`src/rtl/seq_divider_pkg.sv`:
```
// Shared definitions for the sequential signed divider: FSM state encoding
// and default sizing.
package seq_divider_pkg;

  localparam int DEFAULT_WIDTH = 32;
  localparam int DEFAULT_CW    = 6;

  typedef enum logic [1:0] {
    IDLE = 2'd0,
    ITER = 2'd1,
    FIX  = 2'd2,
    DONE = 2'd3
  } div_state_e;

endpackage

```
`src/rtl/seq_divider_step.sv`:
```
// One non-restoring division row: shift {p, a} left, then add or subtract the
// divisor depending on the sign of the incoming partial remainder.
module nr_div_step #(
  parameter int WIDTH = 32
) (
  input  logic [WIDTH:0]   p,
  input  logic [WIDTH-1:0] a,
  input  logic [WIDTH-1:0] d,
  output logic [WIDTH:0]   p_next,
  output logic [WIDTH-1:0] a_next
);

  logic [WIDTH:0] p_sh;
  logic [WIDTH:0] d_ext;
  logic [WIDTH:0] sum;
  logic           sub;

  // Controlled add/subtract cell: invert d and inject a carry to subtract.
  always_comb begin
    p_sh   = {p[WIDTH-1:0], a[WIDTH-1]};
    sub    = ~p[WIDTH];
    d_ext  = {1'b0, d} ^ {(WIDTH + 1){sub}};
    sum    = p_sh + d_ext + {{WIDTH{1'b0}}, sub};
    p_next = sum;
    a_next = {a[WIDTH-2:0], ~sum[WIDTH]};
  end

endmodule

```
`src/rtl/seq_divider.sv`:
```
// Multi-cycle signed divider: one non-restoring row reused for WIDTH cycles,
// followed by a remainder-correction/sign-fix cycle.
module seq_divider
  import seq_divider_pkg::*;
#(
  parameter int WIDTH = DEFAULT_WIDTH,
  parameter int CW    = DEFAULT_CW
) (
  input  logic             clock,
  input  logic             clear,
  input  logic             start,
  input  logic [WIDTH-1:0] dividend,
  input  logic [WIDTH-1:0] divisor,
  output logic             busy,
  output logic             done,
  output logic             dbz,
  output logic [WIDTH-1:0] q,
  output logic [WIDTH-1:0] r,
  output div_state_e       state_dbg
);

  // Handshake: start is accepted only in IDLE; busy is high in ITER and FIX;
  // done pulses for exactly one cycle, and q, r, dbz are valid from that cycle
  // and held until the next accepted operation completes or clear.

  div_state_e       state;
  logic [CW-1:0]    cnt;
  logic [WIDTH:0]   p_reg;
  logic [WIDTH-1:0] a_reg;
  logic [WIDTH-1:0] d_reg;
  logic             sign_q;
  logic             sign_r;

  logic [WIDTH:0]   p_next;
  logic [WIDTH-1:0] a_next;
  logic [WIDTH-1:0] r_mag;

  nr_div_step #(.WIDTH(WIDTH)) u_step (
    .p      (p_reg),
    .a      (a_reg),
    .d      (d_reg),
    .p_next (p_next),
    .a_next (a_next)
  );

  // Final correction lands in [0, d), so WIDTH-bit arithmetic is exact.
  assign r_mag     = p_reg[WIDTH] ? (p_reg[WIDTH-1:0] + d_reg) : p_reg[WIDTH-1:0];
  assign state_dbg = state;

  always_ff @(posedge clock) begin
    if (clear) begin
      state  <= IDLE;
      busy   <= 1'b0;
      done   <= 1'b0;
      dbz    <= 1'b0;
      q      <= '0;
      r      <= '0;
      cnt    <= '0;
      p_reg  <= '0;
      a_reg  <= '0;
      d_reg  <= '0;
      sign_q <= 1'b0;
      sign_r <= 1'b0;
    end else begin
      case (state)
        IDLE: begin
          done <= 1'b0;
          if (start) begin
            if (divisor == '0) begin
              q     <= '1;
              r     <= dividend;
              dbz   <= 1'b1;
              done  <= 1'b1;
              state <= DONE;
            end else begin
              a_reg  <= dividend[WIDTH-1] ? -dividend : dividend;
              d_reg  <= divisor[WIDTH-1] ? -divisor : divisor;
              sign_q <= dividend[WIDTH-1] ^ divisor[WIDTH-1];
              sign_r <= dividend[WIDTH-1];
              p_reg  <= '0;
              cnt    <= '0;
              busy   <= 1'b1;
              state  <= ITER;
            end
          end
        end
        ITER: begin
          p_reg <= p_next;
          a_reg <= a_next;
          cnt   <= cnt + CW'(1);
          if (cnt == CW'(WIDTH - 1)) begin
            state <= FIX;
          end
        end
        FIX: begin
          q     <= sign_q ? -a_reg : a_reg;
          r     <= sign_r ? -r_mag : r_mag;
          dbz   <= 1'b0;
          busy  <= 1'b0;
          done  <= 1'b1;
          state <= DONE;
        end
        DONE: begin
          done  <= 1'b0;
          state <= IDLE;
        end
        default: begin
          state <= IDLE;
        end
      endcase
    end
  end

endmodule

```
`config.mk`:
```
export PLATFORM = sky130hd
export DESIGN_NAME = seq_divider
export DESIGN_NICKNAME = d
export VERILOG_FILES = /design/src/rtl/seq_divider_pkg.sv /design/src/rtl/seq_divider_step.sv /design/src/rtl/seq_divider.sv
export SDC_FILE = /design/constraint.sdc
export NUM_CORES = 1
export LEC_CHECK = 0
export CAP_MARGIN = 20
export CORE_MARGIN = 2
export CORE_UTILIZATION = 50
export CTS_BUF_LIST = sky130_fd_sc_hd__clkbuf_16
export CTS_CLUSTER_SIZE = 12
export DETAILED_ROUTE_END_ITERATION = 8
export GPL_ROUTABILITY_DRIVEN = 0
export GPL_TIMING_DRIVEN = 0
export PLACE_DENSITY = 0.71
export SLEW_MARGIN = 20
export SYNTH_ARGS = -nofsm -noshare
export SYNTH_HDL_FRONTEND = slang
export SYNTH_SLANG_ARGS = --single-unit
```
`constraint.sdc`:
```
create_clock -name clock -period 6.5 [get_ports clock]
set_input_delay 1.95 -clock clock [delete_from_list [all_inputs] [get_ports clock]]
set_output_delay 1.95 -clock clock [all_outputs]
set_load 0.03 [all_outputs]
```
==> results of run 1 <==
-- critical path, delay by kind of cell (launching register included) --
family	cells	cell delay, ps
buffers and inverters	6	2320
and+or+nand+nor	7	2000
AOI/OAI and AO/OA	3	850
adders and majority gates	1	380
DFF	1	320
muxes	1	270
xor gates and xnor gates	1	130
-- metal layers --
layer  share of wire  vias up  global-route usage  routed length, µm
met4           0.051        0               0.165               2370
met3           0.089      145              0.0470               4120
met1            0.40     6552               0.398              18500
met5               0        -                   0                  0
li1                -     6734                   -                  -
met2            0.46      690               0.542              21100
-- layout by cell type, fill, tap and decap left out, types with 32 or more instances in the layout --
master and instances:
o21ai_0 96, nor2_1 165, nand2_1 187, dfxtp_1 174, clkdlybuf4s50_1 132, xnor2_1 93, a211oi_1 62, xor2_1 94
inv_1 33, o31ai_1 33, a22oi_1 34, clkbuf_1 72, ha_1 72, a21oi_1 141, nand3_1 32
-- power by group through the flow --
stage	logic [mW]	registers [mW]	clock network, mW
6_report	5.23	1.68	1.07
5_1_grt	5.72	1.71	1.11
3_3_place_gp	5.01	1.69	0
2_1_floorplan	3.66	1.75	0
3_5_place_dp	5.11	1.70	0
4_1_cts	5.13	1.67	1.07
-- kinds of logic after synthesis --
logic type      Yosys count  share of synthesized area
compound gates          565                      0.282
xor+xnor                188                      0.123
fa+ha+maj                74                     0.0700
buf+inv                 138                     0.0402
flops                   174                      0.259
mux                      23                     0.0173
simple gates            582                      0.208
-- final timing paths --
path,end,slack (ps),cells past startpoint
max reg2reg,p_reg[32],60,19
max,p_reg[32],60,19
min reg2reg,r[23],480,2
min,r[23],480,2
-- per-stage QoR --
| step | hold slack [ps] | utilization | area, µm² | TNS (ps) | power (mW) |
|---|---|---|---|---|---|
| floorplan | 462 | - | 13400 | 0 | 5.41 |
| global placement | 469 | 0.570 | 15200 | -12810 | 6.70 |
| detailed placement | 468 | 0.570 | 15200 | -7540 | 6.80 |
| CTS | 479 | 0.593 | 15800 | 0 | 7.87 |
| global route | 509 | 0.593 | 15800 | 0 | 8.55 |
| finish | 475 | 0.593 | 15800 | 0 | 7.99 |
-- area by class of cell --
cell class / count / area (µm²)
buffer: 100 / 412
clock buffer: 17 / 425
clock inverter: 15 / 171
fill: 2472 / 10800
inverter: 36 / 135
multi-input combinational: 1432 / 9430
sequential: 174 / 3480
tap: 341 / 427
timing repair buffer: 132 / 1320
-- cell usage after synthesis (all sizes together), types with 17 or more instances --
| master | n |
|---|---|
| a22oi | 34 |
| clkbuf | 75 |
| a211oi | 63 |
| nand4 | 17 |
| and3 | 19 |
| a311oi | 23 |
| nor2 | 168 |
| nor3 | 31 |
| o211ai | 18 |
| nand3 | 33 |
| a31oi | 21 |
| buf | 27 |
| dfxtp | 174 |
| o31ai | 34 |
| mux2i | 21 |
| a21o | 27 |
| inv | 33 |
| xnor2 | 93 |
| xor2 | 94 |
| ha | 72 |
| or3 | 17 |
| o21ai | 99 |
| nand2 | 188 |
| nand2b | 19 |
| a21oi | 141 |
-- what timing repair did --
action	CTS	global route
hold buffers	0	0
endpoints found under the setup margin	23	13
gates resized for setup	6	3
==> flow_metrics.py, run 1 <==
metrics = {
    "clocking": {
        "cts_tree": "yes",
        "clkSlewWorstSetupHoldPaths_ps": 70,
        "clkLatencyLatePin_ps": 460,
        "clock-root-buffer": "clkbuf_16",
        "cts_setup_buffers": 0,
        "cts_max_level": 4,
        "cts.sinks": 174,
        "clock_path_buffers": 2,
        "numCtsBuffers": 17,
    },
    "layout": {
        "area_growth_pct": 17.5,
        "drive_above_1_share": 0.0498,
        "n_antenna_cell": 0,
        "largest_register_ffs": 33,
        "instances_no_fill": 2247,
        "nNetsFinal": 2034,
    },
    "timing": {
        "report.final.slew_viol_count": 0,
        "fmax_mhz": 155,
        "period_minus_slack_ps": 6440,
        "setup_violations": 0,
        "setup_ws_ps": 62.1,
        "skew_ps": 16.5,
        "relSlewSlack": 0.364,
        "rsz0062_at_grt": "no",
        "min_period_over_period": 0.990,
        "tightest_slew_ps": 954,
        "final-hold-violation-count": 0,
    },
    "global_routing": {
        "grt_pass1_wl_um": 71100,
        "grt_max_degree": 29,
        "track_usage": 0.321,
        "grt_pass1_vias": 13100,
        "antenna_found_initial": 0,
        "grt.overflow.total": 0,
    },
    "critical_path": {
        "rr_startpoint": "p_reg[32]",
        "crit_path_cell_trace": "buf_2 > buf_2 > clkbuf_2 > clkbuf_2 > clkdlybuf4s15_2 > buf_2 > xnor2_1 > ha_1 > and3_1 > nand3_1 > nor3_1 > nand3b_1 > a41oi_1 > nor2_1 > o311a_1 > or4b_2 > and3_1 > mux2i_1 > a21oi_1",
        "endpoint_kind": "flop",
        "crit_fanout": 28,
        "slowest_delay_ps": 650,
        "critPathLaunch": "p_reg[32]",
        "startpoint_type": "flop",
        "crit_arrival_ps": 6750,
        "crit_slowest_cell": "or4b_2",
        "required_ps": 6810,
        "crit_top_cell": "buf_2",
        "worst-setup-path-type": "reg2reg",
    },
    "synth": {
        "synth_edf_count": 0,
        "synth_fp_nets": 1885,
        "ys_seq_area_frac": 0.259,
        "synth-main-ff-cell": "dfxtp_1",
        "yosysUniqueCellTypes": 91,
        "avgSynthCellArea_um2": 7.71,
        "synth_largest_area_cell": "dfxtp_1",
        "synthArstFlopShare": 0,
        "ys_seq_elements": 174,
        "ys_warn_count": 0,
        "synthTopCellsByArea": "dfxtp_1 (26%), ha_1 (6.7%), xor2_1 (6.1%)",
        "synthesis.instances": 1744,
        "syn-cell-area_mm2": 0.0134,
        "synth_top_cell_area_share": 0.259,
    },
    "placed_design": {
        "dp.cells": 2217,
        "port_buffers": 132,
        "preCtsSetupSlack_ps": -1270,
        "place_hpwl_um": 36200,
    },
    "routing": {
        "firstDrtPassIters": 6,
        "ant_nets": 0,
        "remaining_drc_errors": 0,
        "vias": 14100,
        "vias_per_cell": 6.28,
        "routed_wl_um": 46100,
        "drt_iter0_drc": 1268,
        "avgRoutedWirePerCell_um": 20.5,
    },
    "floorplan": {
        "die_area_mm2": 0.0282,
        "core_area_mm2": 0.0267,
        "die_y_um": 168,
        "ios": 136,
        "start_util": 0.505,
        "die_w_um": 168,
        "fp-row-count": 60,
    },
    "job": {
        "drv_cap": 0,
    },
    "power_and_ir_drop": {
        "leakage_nw": 5.94,
        "swShare": 0.515,
        "powerDensity_mw_per_mm2": 505,
        "internal_power_mw": 3.87,
        "p_comb_frac": 0.655,
        "p_sw_mw": 4.12,
        "p_seq_frac": 0.211,
        "ir_drop_v": 0.000211,
        "clock_power_share": 0.134,
    },
    "hold_path": {
        "min_path_type": "reg2reg",
        "worstHoldStart": "r[23]",
    },
    "status": {
        "status": "finished clean",
    },
}
Note: power is estimated with default switching activity, not from simulation.
==> inputs of run 2 (changes only) <==
--- a/config.mk
+++ b/config.mk
@@ -14,6 +14,7 @@
 export GPL_ROUTABILITY_DRIVEN = 0
 export GPL_TIMING_DRIVEN = 0
 export PLACE_DENSITY = 0.71
+export SETUP_SLACK_MARGIN = 0.2
 export SLEW_MARGIN = 20
 export SYNTH_ARGS = -nofsm -noshare
 export SYNTH_HDL_FRONTEND = slang
==> flow_metrics.py, run 2 (same netlist as run 1, synthesis figures left out) <==
metrics = {
    "layout": {
        "final_common_cell": "nand2_1",
        "n_antenna_cell": 0,
        "multi_input_area_mm2": 0.00944,
        "nNetsFinal": 2036,
        "regArea_mm2": 0.00348,
        "layout_common_cells": "nand2_1 (187), dfxtp_1 (174), nor2_1 (165)",
        "drive_above_1_share": 0.0514,
        "n_fill_cell": 2471,
        "area_growth_pct": 17.7,
        "utilization": 0.594,
        "instances_no_fill": 2249,
        "largest_register_ffs": 33,
    },
    "floorplan": {
        "die_w_um": 168,
        "ios": 136,
        "die_area_mm2": 0.0282,
        "core_area_mm2": 0.0267,
        "die_y_um": 168,
        "fp-row-count": 60,
        "start_util": 0.505,
    },
    "hold_path": {
        "min_delay_worst_endpoint": "r[23]",
        "whs_path_depth": 2,
        "worstHoldStart": "r[23]",
        "min_path_type": "reg2reg",
    },
    "critical_path": {
        "rr_startpoint": "p_reg[32]",
        "required_ps": 6810,
        "slowest_delay_ps": 650,
        "crit_family": "buffers and inverters",
        "worst-r2r-cell-count": 21,
        "reg2reg_to": "p_reg[32]",
        "endpoint_kind": "flop",
        "reg2reg_setup_slack_ps": 280,
        "crit_path_cell_trace": "buf_2 > buf_2 > clkbuf_4 > clkbuf_2 > clkbuf_2 > clkbuf_4 > buf_6 > buf_4 > xnor2_1 > ha_1 > and3_1 > nand3_1 > nor3_1 > nand3b_1 > a41oi_1 > nor2_1 > o311a_1 > or4b_2 > and3_1 > mux2i_1 > a21oi_1",
        "critPathBufInv": 8,
        "crit_slowest_cell": "or4b_2",
        "crit_fanout": 10,
        "worst-setup-path-type": "reg2reg",
        "startpoint_type": "flop",
        "crit_arrival_ps": 6530,
    },
    "clocking": {
        "clock-root-buffer": "clkbuf_16",
        "cts_max_level": 4,
        "clock_path_buffers": 2,
        "cts.sinks": 174,
        "cts_setup_buffers": 0,
        "clkLatencyLatePin_ps": 450,
        "numCtsBuffers": 17,
        "clkSlewWorstSetupHoldPaths_ps": 70,
        "ctsHoldBuffers": 0,
        "cts_tree": "yes",
    },
    "routing": {
        "ant_nets": 0,
        "routed_wl_um": 46100,
        "remaining_drc_errors": 0,
        "firstDrtPassIters": 5,
        "vias_per_cell": 6.29,
        "avgRoutedWirePerCell_um": 20.5,
        "vias": 14200,
        "drt_iter0_drc": 1265,
    },
    "placed_design": {
        "place_hpwl_um": 36200,
        "dp.cells": 2217,
        "port_buffers": 132,
    },
    "job": {
        "drv_cap": 0,
    },
    "timing": {
        "relSlewSlack": 0.382,
        "tightest_slew_ps": 927,
        "fmax_mhz": 161,
        "rsz0062_at_grt": "no",
        "min_period_over_period": 0.957,
        "period_minus_slack_ps": 6220,
        "skew_ps": 13.8,
        "final-hold-violation-count": 0,
        "report.final.slew_viol_count": 0,
        "setup_violations": 0,
    },
    "global_routing": {
        "track_usage": 0.322,
        "grt_pass1_vias": 13100,
        "antenna_found_initial": 0,
        "grt_pass1_wl_um": 71300,
        "grt.overflow.total": 0,
        "grt_max_degree": 20,
    },
    "power_and_ir_drop": {
        "ir_drop_v": 0.000212,
        "leakage_nw": 5.95,
        "powerDensity_mw_per_mm2": 504,
    },
    "status": {
        "status": "finished clean",
    },
}
-- run 2: per-stage QoR --
stage	hold WS [ps]	cell area [µm²]	worst slack, ps	total power, mW	TNS [ps]
floorplan	462	13400	941	5.41	0
global placement	469	15200	-1270	6.70	-12810
detailed placement	468	15200	-1270	6.80	-7540
CTS	479	15800	239	7.88	0
global route	509	15800	212	8.56	0
finish	475	15800	277	7.99	0
-- run 2: repair_timing --
item | CTS | global route
endpoints found under the setup margin | 28 | 67
pin swaps | 0 | 0
gates resized for setup | 13 | 8
-- run 2: metal layers --
metal,part of all wire,global-route usage,vias up
met5,0,0,-
met4,0.054,0.161,0
met3,0.092,0.0541,141
met2,0.46,0.544,741
met1,0.40,0.397,6530
li1,-,-,6743
-- run 2: how the worst max path moves through the flow --
stage                from        end  slack (ps)  cells after the start
6_report        p_reg[32]  p_reg[32]         280                     21
5_1_grt        divisor[6]  p_reg[32]         210                     12
4_1_cts         p_reg[32]  p_reg[32]         240                     21
3_5_place_dp    p_reg[32]  p_reg[32]       -1270                     21
3_3_place_gp    p_reg[32]  p_reg[32]       -1270                     21
2_1_floorplan   p_reg[32]   a_reg[0]         940                     21
-- run 2: worst reg2reg max path: stages (launching register included) --
cell	delay, ps
dfxtp_1	320
buf_2	220
buf_2	300
clkbuf_4	300
clkbuf_2	280
clkbuf_2	290
clkbuf_4	260
buf_6	230
buf_4	270
xnor2_1	110
ha_1	370
and3_1	280
nand3_1	150
nor3_1	280
nand3b_1	270
a41oi_1	310
nor2_1	150
o311a_1	430
or4b_2	660
and3_1	240
mux2i_1	270
a21oi_1	110
-- run 2: final cells by class --
class | instances | share of cell area
multi-input combinational | 1432 | 0.596
inverter | 36 | 0.00853
sequential | 174 | 0.220
tap | 341 | 0.0269
clock inverter | 15 | 0.0108
timing repair buffer | 132 | 0.0835
clock buffer | 17 | 0.0269
buffer | 102 | 0.0273
-- run 2: power by group --
part	leakage (nW)	internal [mW]	switching (mW)	total, mW
clock	0.290	0.520	0.545	1.06
combinational	4.24	2.02	3.22	5.24
sequential	1.42	1.34	0.342	1.69
total	5.95	3.88	4.11	7.99
==> inputs of run 3 (changes only) <==
--- a/config.mk
+++ b/config.mk
@@ -7,13 +7,12 @@
 export LEC_CHECK = 0
 export CAP_MARGIN = 20
 export CORE_MARGIN = 2
-export CORE_UTILIZATION = 50
+export CORE_UTILIZATION = 40
 export CTS_BUF_LIST = sky130_fd_sc_hd__clkbuf_16
 export CTS_CLUSTER_SIZE = 12
 export DETAILED_ROUTE_END_ITERATION = 8
 export GPL_ROUTABILITY_DRIVEN = 0
 export GPL_TIMING_DRIVEN = 0
-export PLACE_DENSITY = 0.71
 export SETUP_SLACK_MARGIN = 0.2
 export SLEW_MARGIN = 20
 export SYNTH_ARGS = -nofsm -noshare
==> flow_metrics.py, run 3 (same netlist as run 1, synthesis figures left out) <==
metrics = {
    "timing": {
        "setup_violations": 0,
        "tns_ps": 0,
        "rsz0062_at_grt": "no",
        "relSlewSlack": 0.356,
        "min_period_over_period": 0.938,
        "final-hold-violation-count": 0,
        "report.final.slew_viol_count": 0,
        "holdWs_ps": 481,
        "period_minus_slack_ps": 6100,
        "fmax_mhz": 164,
        "tightest_slew_ps": 966,
        "skew_ps": 14.8,
    },
    "clocking": {
        "clock_path_buffers": 2,
        "clock-root-buffer": "clkbuf_16",
        "clkLatencyLatePin_ps": 470,
        "cts.sinks": 174,
        "clkSlewWorstSetupHoldPaths_ps": 80,
        "cts_tree": "yes",
        "cts_max_level": 4,
        "numCtsBuffers": 17,
        "ctsHoldBuffers": 0,
    },
    "critical_path": {
        "worst-setup-path-type": "reg2reg",
        "crit_path_cell_trace": "buf_2 > clkbuf_4 > clkbuf_4 > clkbuf_2 > clkbuf_4 > clkbuf_2 > buf_6 > buf_4 > xnor2_1 > ha_1 > and3_1 > nand3_1 > nor3_1 > nand3b_1 > a41oi_1 > nor2_1 > o311a_1 > or4b_2 > and3_1 > mux2i_1 > a21oi_1",
        "critPathBufInv": 8,
        "crit_fanout": 10,
        "crit_top_cell": "clkbuf_4",
        "slowest_delay_ps": 640,
        "crit_slowest_cell": "or4b_2",
        "startpoint_type": "flop",
        "crit_family": "buffers and inverters",
        "endpoint_kind": "flop",
        "reg2reg_setup_slack_ps": 400,
        "crit_arrival_ps": 6420,
        "required_ps": 6830,
    },
    "routing": {
        "met1_length_um": 20600,
        "firstDrtPassIters": 5,
        "remaining_drc_errors": 0,
        "drt_iter0_drc": 1141,
        "met3WireLength_um": 3110,
        "vias_per_cell": 5.87,
        "ant_nets": 0,
        "avgRoutedWirePerCell_um": 20.4,
        "highest_layer": "met4",
        "routed_wl_um": 48100,
        "vias": 13800,
        "routed-wl-met2_um": 22300,
    },
    "hold_path": {
        "min_path_type": "reg2reg",
    },
    "job": {
        "drv_cap": 0,
    },
    "layout": {
        "regArea_mm2": 0.00348,
        "layout_common_cells": "nand2_1 (187), dfxtp_1 (174), nor2_1 (165)",
        "n_antenna_cell": 0,
        "n_fill_cell": 3360,
        "area_growth_pct": 18.8,
        "final_area_mm2": 0.0160,
        "nNetsFinal": 2036,
        "final_common_cell": "nand2_1",
        "multi_input_area_mm2": 0.00944,
        "drive_above_1_share": 0.0524,
        "largest_register_ffs": 33,
    },
    "placed_design": {
        "place_hpwl_um": 38100,
        "placed_cell_area_mm2": 0.0153,
        "port_buffers": 132,
    },
    "power_and_ir_drop": {
        "powerDensity_mw_per_mm2": 503,
        "leakage_nw": 5.95,
        "ir_drop_v": 0.000238,
        "p_total_mw": 8.03,
    },
    "floorplan": {
        "fp-row-count": 67,
        "ios": 136,
        "die_y_um": 187,
        "core_area_mm2": 0.0333,
        "die_w_um": 187,
        "start_util": 0.404,
        "die_area_mm2": 0.0351,
    },
    "global_routing": {
        "antenna_found_initial": 0,
        "track_usage": 0.269,
        "grt_max_degree": 20,
        "grt_pass1_wl_um": 73400,
        "grt_pass1_vias": 13000,
        "grt.overflow.total": 0,
    },
    "status": {
        "status": "finished clean",
    },
}
==> run 3: changes by cell type in the layout (fill, tap and decap cells not counted) <==
cell | previous run | this run
clkinv_1 | 4 | 3
clkbuf_2 | 3 | 4
clkinv_4 | 3 | 0
buf_2 | 15 | 14
clkinv_8 | 4 | 5
buf_1 | 6 | 5
inv_6 | 3 | 4
clkinvlp_4 | 0 | 2
inv_12 | 1 | 0
clkinv_2 | 0 | 1
nor2_2 | 3 | 2
clkbuf_4 | 3 | 4
nor2_4 | 0 | 1
==> run 3: power breakdown <==
part / total (mW) / leakage (nW) / internal, mW / switching (mW)
registers: 1.69 / 1.42 / 1.34 / 0.344
clock network: 1.08 / 0.284 / 0.517 / 0.558
logic: 5.27 / 4.24 / 2.02 / 3.25
total: 8.03 / 5.95 / 3.88 / 4.15
==> run 3: through the flow <==
| stage | setup WS, ps | instances | util |
|---|---|---|---|
| final | 402 | 2356 | 0.480 |
| after global routing | 217 | 2356 | 0.480 |
| after detailed placement | -1320 | 2324 | 0.461 |
| after CTS | 205 | 2356 | 0.479 |
| after global placement | -1420 | 2324 | 0.461 |
| after floorplan | 941 | 1744 | - |
==> run 3: layer usage <==
layer,vias up,track usage
met5,-,0
met2,542,0.460
met4,0,0.118
met3,125,0.0417
li1,6742,-
met1,6423,0.333
==> run 3: area by class of cell <==
class | instances | area share
Inverter | 36 | 0.00846
Timing Repair Buffer | 132 | 0.0827
Buffer | 102 | 0.0273
Multi-Input combinational cell | 1432 | 0.591
Sequential cell | 174 | 0.218
Tap cell | 448 | 0.0351
Clock inverter | 15 | 0.0107
Clock buffer | 17 | 0.0266
==> run 3: timing repair <==
action | CTS | global route
resized for setup | 13 | 11
setup endpoints to repair | 34 | 73
setup buffers | 0 | 0
==> run 3: tightest hold or removal path: cells and delay by family (launching register included) <==
| kind | cells | cell delay, ps |
|---|---|---|
| AND/OR/NAND/NOR | 1 | 60 |
| flip-flops | 1 | 330 |
| AO/OA/AOI/OAI | 1 | 50 |
==> run 3: worst paths after layout <==
kind                            startpoint         to  cells after the start
worst min register to register       r[23]      r[23]                      2
worst min-delay path                 r[23]      r[23]                      2
worst max-delay path             p_reg[32]  p_reg[32]                     21
worst max register to register   p_reg[32]  p_reg[32]                     21
